$ cat src/rtl/fd_pipe_reg_if.sv
// Fetch-to-decode bundle: F-stage inputs and control come in, the latched D-stage view goes out.
// The master modport is the upstream side that drives F and control; the slave modport is the register.
interface fd_pipe_reg_if;
    logic        block;
    logic        Req;
    logic        D_eret;
    logic [31:0] F_PC;
    logic [31:0] F_Instr;
    logic        F_BD;
    logic [31:0] D_PC;
    logic [31:0] D_Instr;
    logic        D_BD;
    logic        D_Exc;
    logic [4:0]  D_ExcCode;
    logic        D_valid;

    modport master (
        output block, Req, D_eret, F_PC, F_Instr, F_BD,
        input  D_PC, D_Instr, D_BD, D_Exc, D_ExcCode, D_valid
    );

    modport slave (
        input  block, Req, D_eret, F_PC, F_Instr, F_BD,
        output D_PC, D_Instr, D_BD, D_Exc, D_ExcCode, D_valid
    );
endinterface

$ cat src/rtl/fd_pipe_reg.sv
// F->D pipeline register of the MIPS core. It checks the fetch address (AdEL), tags delay slots,
// holds on stall, and inserts bubbles on exception entry and on eret.
module fd_pipe_reg #(
    parameter logic [31:0] INIT_PC  = 32'h0000_3000,
    parameter logic [31:0] EXC_PC   = 32'h0000_4180,
    parameter logic [31:0] IM_LO    = 32'h0000_3000,
    parameter logic [31:0] IM_HI    = 32'h0000_6ffc,
    parameter logic [4:0]  EXC_ADEL = 5'd4
) (
    input  logic          clk,
    input  logic          reset,
    fd_pipe_reg_if.slave  bus
);

    logic [31:0] pc_q, pc_d;
    logic [31:0] instr_q, instr_d;
    logic        bd_q, bd_d;
    logic        exc_q, exc_d;
    logic [4:0]  exc_code_q, exc_code_d;
    logic        valid_q, valid_d;
    logic        fault;

    assign fault = (bus.F_PC[1:0] != 2'b00) | (bus.F_PC < IM_LO) | (bus.F_PC > IM_HI);

    // Flush beats stall; stall beats the eret squash, so a stalled eret squashes on the first free edge.
    always_comb begin
        pc_d       = pc_q;
        instr_d    = instr_q;
        bd_d       = bd_q;
        exc_d      = exc_q;
        exc_code_d = exc_code_q;
        valid_d    = valid_q;
        if (bus.Req) begin
            pc_d       = EXC_PC;
            instr_d    = 32'h0;
            bd_d       = 1'b0;
            exc_d      = 1'b0;
            exc_code_d = 5'd0;
            valid_d    = 1'b0;
        end else if (bus.block) begin
            pc_d = pc_q;
        end else if (bus.D_eret) begin
            pc_d       = bus.F_PC;
            instr_d    = 32'h0;
            bd_d       = 1'b0;
            exc_d      = 1'b0;
            exc_code_d = 5'd0;
            valid_d    = 1'b0;
        end else begin
            // A faulting PC is kept verbatim so CP0 can record it as EPC/BadVAddr.
            pc_d       = bus.F_PC;
            bd_d       = bus.F_BD;
            valid_d    = 1'b1;
            instr_d    = fault ? 32'h0 : bus.F_Instr;
            exc_d      = fault;
            exc_code_d = fault ? EXC_ADEL : 5'd0;
        end
    end

    always_ff @(posedge clk) begin
        if (reset) begin
            pc_q       <= INIT_PC;
            instr_q    <= 32'h0;
            bd_q       <= 1'b0;
            exc_q      <= 1'b0;
            exc_code_q <= 5'd0;
            valid_q    <= 1'b0;
        end else begin
            pc_q       <= pc_d;
            instr_q    <= instr_d;
            bd_q       <= bd_d;
            exc_q      <= exc_d;
            exc_code_q <= exc_code_d;
            valid_q    <= valid_d;
        end
    end

    assign bus.D_PC      = pc_q;
    assign bus.D_Instr   = instr_q;
    assign bus.D_BD      = bd_q;
    assign bus.D_Exc     = exc_q;
    assign bus.D_ExcCode = exc_code_q;
    assign bus.D_valid   = valid_q;

endmodule
$ cat src/flat_wrapper.sv
// flat-port wrapper written by rule: the top's interface ports become plain ports
module fd_pipe_reg_flat 
#(
    parameter logic [31:0] INIT_PC  = 32'h0000_3000,
    parameter logic [31:0] EXC_PC   = 32'h0000_4180,
    parameter logic [31:0] IM_LO    = 32'h0000_3000,
    parameter logic [31:0] IM_HI    = 32'h0000_6ffc,
    parameter logic [4:0]  EXC_ADEL = 5'd4
)
  (clk, reset, bus_block, bus_Req, bus_D_eret, bus_F_PC, bus_F_Instr, bus_F_BD, bus_D_PC, bus_D_Instr, bus_D_BD, bus_D_Exc, bus_D_ExcCode, bus_D_valid);
  fd_pipe_reg_if bus_i ();
  input  logic clk;
  input  logic reset;
  input wire logic [$bits(bus_i.block)-1:0] bus_block;
  input wire logic [$bits(bus_i.Req)-1:0] bus_Req;
  input wire logic [$bits(bus_i.D_eret)-1:0] bus_D_eret;
  input wire logic [$bits(bus_i.F_PC)-1:0] bus_F_PC;
  input wire logic [$bits(bus_i.F_Instr)-1:0] bus_F_Instr;
  input wire logic [$bits(bus_i.F_BD)-1:0] bus_F_BD;
  output wire logic [$bits(bus_i.D_PC)-1:0] bus_D_PC;
  output wire logic [$bits(bus_i.D_Instr)-1:0] bus_D_Instr;
  output wire logic [$bits(bus_i.D_BD)-1:0] bus_D_BD;
  output wire logic [$bits(bus_i.D_Exc)-1:0] bus_D_Exc;
  output wire logic [$bits(bus_i.D_ExcCode)-1:0] bus_D_ExcCode;
  output wire logic [$bits(bus_i.D_valid)-1:0] bus_D_valid;
  assign bus_i.block = bus_block;
  assign bus_i.Req = bus_Req;
  assign bus_i.D_eret = bus_D_eret;
  assign bus_i.F_PC = bus_F_PC;
  assign bus_i.F_Instr = bus_F_Instr;
  assign bus_i.F_BD = bus_F_BD;
  assign bus_D_PC = bus_i.D_PC;
  assign bus_D_Instr = bus_i.D_Instr;
  assign bus_D_BD = bus_i.D_BD;
  assign bus_D_Exc = bus_i.D_Exc;
  assign bus_D_ExcCode = bus_i.D_ExcCode;
  assign bus_D_valid = bus_i.D_valid;
  fd_pipe_reg #(.INIT_PC(INIT_PC), .EXC_PC(EXC_PC), .IM_LO(IM_LO), .IM_HI(IM_HI), .EXC_ADEL(EXC_ADEL)) u_core (.clk(clk), .reset(reset), .bus(bus_i));
endmodule
$ cat config.mk
export PLATFORM = sky130hd
export DESIGN_NAME = fd_pipe_reg_flat
export DESIGN_NICKNAME = d
export VERILOG_FILES = /design/src/rtl/fd_pipe_reg_if.sv /design/src/rtl/fd_pipe_reg.sv /design/src/flat_wrapper.sv
export SDC_FILE = /design/constraint.sdc
export NUM_CORES = 1
export LEC_CHECK = 0
export ABC_CLOCK_PERIOD_IN_PS = 3500
export BUFFER_PORTS_ARGS = -buffer_cell sky130_fd_sc_hd__buf_2
export CORE_MARGIN = 2
export CORE_UTILIZATION = 48
export DETAILED_ROUTE_END_ITERATION = 10
export PLACE_DENSITY_LB_ADDON = 0.15
export SLEW_MARGIN = 30
export SYNTH_ARGS = -nofsm -noshare
export SYNTH_HDL_FRONTEND = slang
export SYNTH_SLANG_ARGS = --single-unit
$ cat constraint.sdc
create_clock -name clk -period 3.5 [get_ports clk]
set_input_delay 0.7 -clock clk [delete_from_list [all_inputs] [get_ports clk]]
set_output_delay 0.7 -clock clk [all_outputs]
set_load 0.02 [all_outputs]
==> metrics.md <==
| Metric | Value |
|---|---|
| Outcome | completed |
| CP startpoint kind | input pin |
| Mapped Area | between 2000 and 3000 µm² |
| Largest family of logic cells by synthesized area | simple AND/OR/NAND/NOR gates |
| Switching share of total power | 0.247 |
| Clk_skew | 0 ns |
| Gr ovfl total | 0 |
| Post-Synth Adder-Cell Area | 0 |
| DRT iter0 DRCs | 97 |
| Initial antenna violation count | 0 |
| Unrepaired setup endpoints after global routing | no |
| Share of cells above drive strength 1 | 0.471 |
| Vias in the first global route | ~2.4k |
| Root buf cell | clkbuf_8 |
| Worst EP required | 3.76 ns |
| Critical path cell sequence | buf_2, or4_4, nor3_2, nand4_2, buf_4, o21ai_2 |
| Die Width | 79.1 µm |
| Setup bufs post-CTS | 0 |
| Area of the core | 5470 µm² |
| Compound-Gate Fraction of Synth Area | 0.123 |
| Inst Count DP | 468 |
| Final Setup Violations | 0 |
| Die area | between 6000 and 7000 µm² |
| Final Hold Viols | 0 |
| F_max | 523 MHz |
| Worst IR drop on VDD | a little under 0.3 mV |
| Period utilisation layout | 0.547 |
| Clock slew at reported path FFs | 0.07 ns |
| Setup crit end kind | register |
| IO Pins | ~140 |
| Post-synth top cells | dfxtp_1 (67), nand3_1 (64), nor2_1 (34) |
| Net count, final | 477 |
| Ys flop type | dfxtp_1 |
| Buf+Inv Stages, Crit Path | 2 |
| Most frequent cell after synthesis | dfxtp_1 |
| MaxCap Viol Count | 0 |
| Critical path class | in -> reg |
| Number of remaining DRC errors | 0 |
| Worst hold start | u_core.bus.D_Instr[27] |
| Worst hold path type | reg -> reg |
| Htree depth | 3 |
| Leakage power | 1.71 nW |
| Worst reg-to-reg path cell count | 3 |
| PortBufs | 137 |
| Layout area overhead | 31.7% |
| Global-route wire length before repair | 10,300 µm |
| Hold endpoint | u_core.bus.D_Instr[27] |
| Simple-gate share of the synthesized area | 0.213 |
| Register area share after synthesis | 0.495 |
| Internal Power | around 1.2 mW |
| Final slew viol count | 0 |
| Pre-CTS WS | ~1.2 ns |
| Synth warn | 0 |
| CTS tree | yes |
| Starting Density | 0.495 |
| Post-Synth XOR/XNOR Area | 0.00323 |
| Wire per inst | about 13 µm |
| Rel. slew slack | 0.434 |
| Worst setup margin | approximately 1.6 ns |
| Pin count of the biggest net entering global routing | 70 |
| Hold buffers post-CTS | 0 |
| Final min period | 1.91 ns |
| Post-detailed-route count of antenna-violating nets | 0 |
| Post-synthesis register bit count | between 60 and 70 |
| Mux cell area share after synthesis | 0.107 |
| Final wirelength | approximately 6200 µm |
| Family with the most delay on the worst path | simple AND/OR/NAND/NOR gates |
| Total number of vias | between 2k and 2.5k |
| Hold depth | 2 |
| Psw | approximately 0.39 mW |
| CTS Sinks | 67 |
| First drt pass iteration count | 4 |
| CTS max path bufs | 2 |
| Worst slew pin tran | approximately 0.85 ns |
| Post-Syn Instances | about 280 |
| Clk_lat worst skew | ~0.33 ns |
| EDFF count, synth | 0 |
| Worst Path Arrival | 2.18 ns |
| Gr usage total | 0.208 |
| Fin cells | between 400 and 500 |
| CP Depth | 6 |
| Part of the power in combinational logic | 0.107 |
| Clock power frac | 0.397 |
| # resized after CTS | 0 |
| Die height | approximately 80 µm |
| PwrDens | about 440 nW/µm² |
| Leading post-synthesis cells by cell area | dfxtp_1 (49%), nand3_1 (12%), mux2i_1 (11%) |
| Yosys top cell area share | 0.495 |
| Final Wtd Congestion | 0.717 |
| Reg2reg start | u_core.bus.D_PC[14] |
| CP max stage cell | or4_4 |
| Post-route setup TNS | 0 ns |
| Max stage delay on crit path | ~0.54 ns |
| Total CTS buffers | 9 |
| Reg power frac | 0.497 |
| R2R Setup Slk | 2.70 ns |
| Crit-path max FO | 32 |
| Post-DP HPWL | 4240 µm |
| Number of cell rows | 27 |
| Avg Cell Area, Syn | 9.61 µm² |
| Ant. Diodes | 0 |
| Vias/cell | a little over 5 |
| Synth cell types | 30 |
| Area leader, netlist | dfxtp_1 |
| Async set or reset register ratio after synthesis | 0 |
| Power Total | around 1.6 mW |
| RR Endpoint | u_core.bus.D_PC[14] |
-- sequential cells by signal, summed over array words and instances (netlist names) --
signal / cells
u_core.bus.D_PC: 32
u_core.bus.D_ExcCode: 1
u_core.bus.D_BD: 1
u_core.bus.D_Instr: 32
u_core.bus.D_valid: 1
-- area by class of cell --
type,instances,area (µm²)
Fill cell,482,1900
Sequential cell,67,1340
Multi-Input combinational cell,188,1230
Timing Repair Buffer,140,708
Clock buffer,11,141
Tap cell,72,90.1
Clock inverter,5,52.6
Inverter,1,3.75
-- worst max-delay path by stage --
stage / to / slack [ns] / start
4_1_cts: u_core.bus.D_Instr[1] / 1.58 / bus_F_PC[0]
3_5_place_dp: u_core.bus.D_Instr[1] / 1.23 / bus_F_PC[0]
6_report: u_core.bus.D_Instr[20] / 1.59 / bus_F_PC[0]
3_3_place_gp: u_core.bus.D_Instr[22] / 1.27 / bus_F_PC[0]
5_1_grt: u_core.bus.D_Instr[9] / 1.49 / bus_F_PC[0]
2_1_floorplan: u_core.bus.D_Instr[0] / 1.51 / bus_F_PC[0]
-- metal layers --
| metal | up-vias | track usage | wire (µm) | share of wire |
|---|---|---|---|---|
| met5 | - | 0 | 0 | 0 |
| met1 | 1121 | 0.248 | 2620 | 0.42 |
| li1 | 1238 | - | - | - |
| met4 | 0 | 0.0810 | 58 | 0.0094 |
| met2 | 95 | 0.346 | 2950 | 0.48 |
| met3 | 6 | 0.0705 | 541 | 0.088 |
-- tightest hold or removal path, cell delays in order (launching register included) --
cell,delay (ns)
dfxtp_1,0.31
nand3_1,0.06
o21ai_1,0.06
-- logic make-up after synthesis --
kind of cell / Yosys count
AND/OR/NAND/NOR: 114
flip-flops: 67
AO/OA/AOI/OAI: 40
buffers and inverters: 30
multiplexers: 29
XOR/XNOR: 1
other: 1
-- power groups by stage --
stage          logic, mW  registers (mW)  clock network (mW)
2_1_floorplan     0.0822           0.821                   0
3_3_place_gp       0.170           0.801                   0
3_5_place_dp       0.170           0.802                   0
4_1_cts            0.170           0.785               0.645
5_1_grt            0.187           0.787               0.672
6_report           0.169           0.785               0.627
-- cells in the final DEF, fill, tap and decap left out --
master      netlist  layout
clkbuf_8          0      10
nand2_1           1       1
nand4_1           1       1
a21oi_1           1       1
nor2_1           34      33
clkinvlp_4        0       1
nor4_2            2       2
or3_1             1       1
o21ai_2          30      30
xnor2_1           1       1
dfxtp_1          67      67
a211oi_1          3       3
or2_2             1       1
bufinv_16         0       1
nor2_4            0       1
nor3_1            2       2
nand3_1          64      64
mux2i_1          29      29
nand4_2           1       1
conb_1            1       4
and2_1            3       3
clkbuf_1         15       1
or4_1             1       1
or4_4             2       2
o21ai_1           2       2
buf_4             5       3
nor3_2            1       1
a32o_1            1       1
o21bai_1          2       2
a22oi_1           1       1
inv_2             0       1
buf_2             2     137
clkinv_2          0       3
-- through the flow --
| step | hold WS (ns) | area, µm² | utilization |
|---|---|---|---|
| 5_1_grt | 0.499 | 3570 | 0.652 |
| 4_1_cts | 0.464 | 3570 | 0.652 |
| 3_5_place_dp | 0.455 | 3370 | 0.617 |
| 2_1_floorplan | 0.536 | 2720 | - |
| 6_report | 0.463 | 3570 | 0.652 |
| 3_3_place_gp | 0.442 | 3370 | 0.617 |
(Power assumes the default switching activity.)
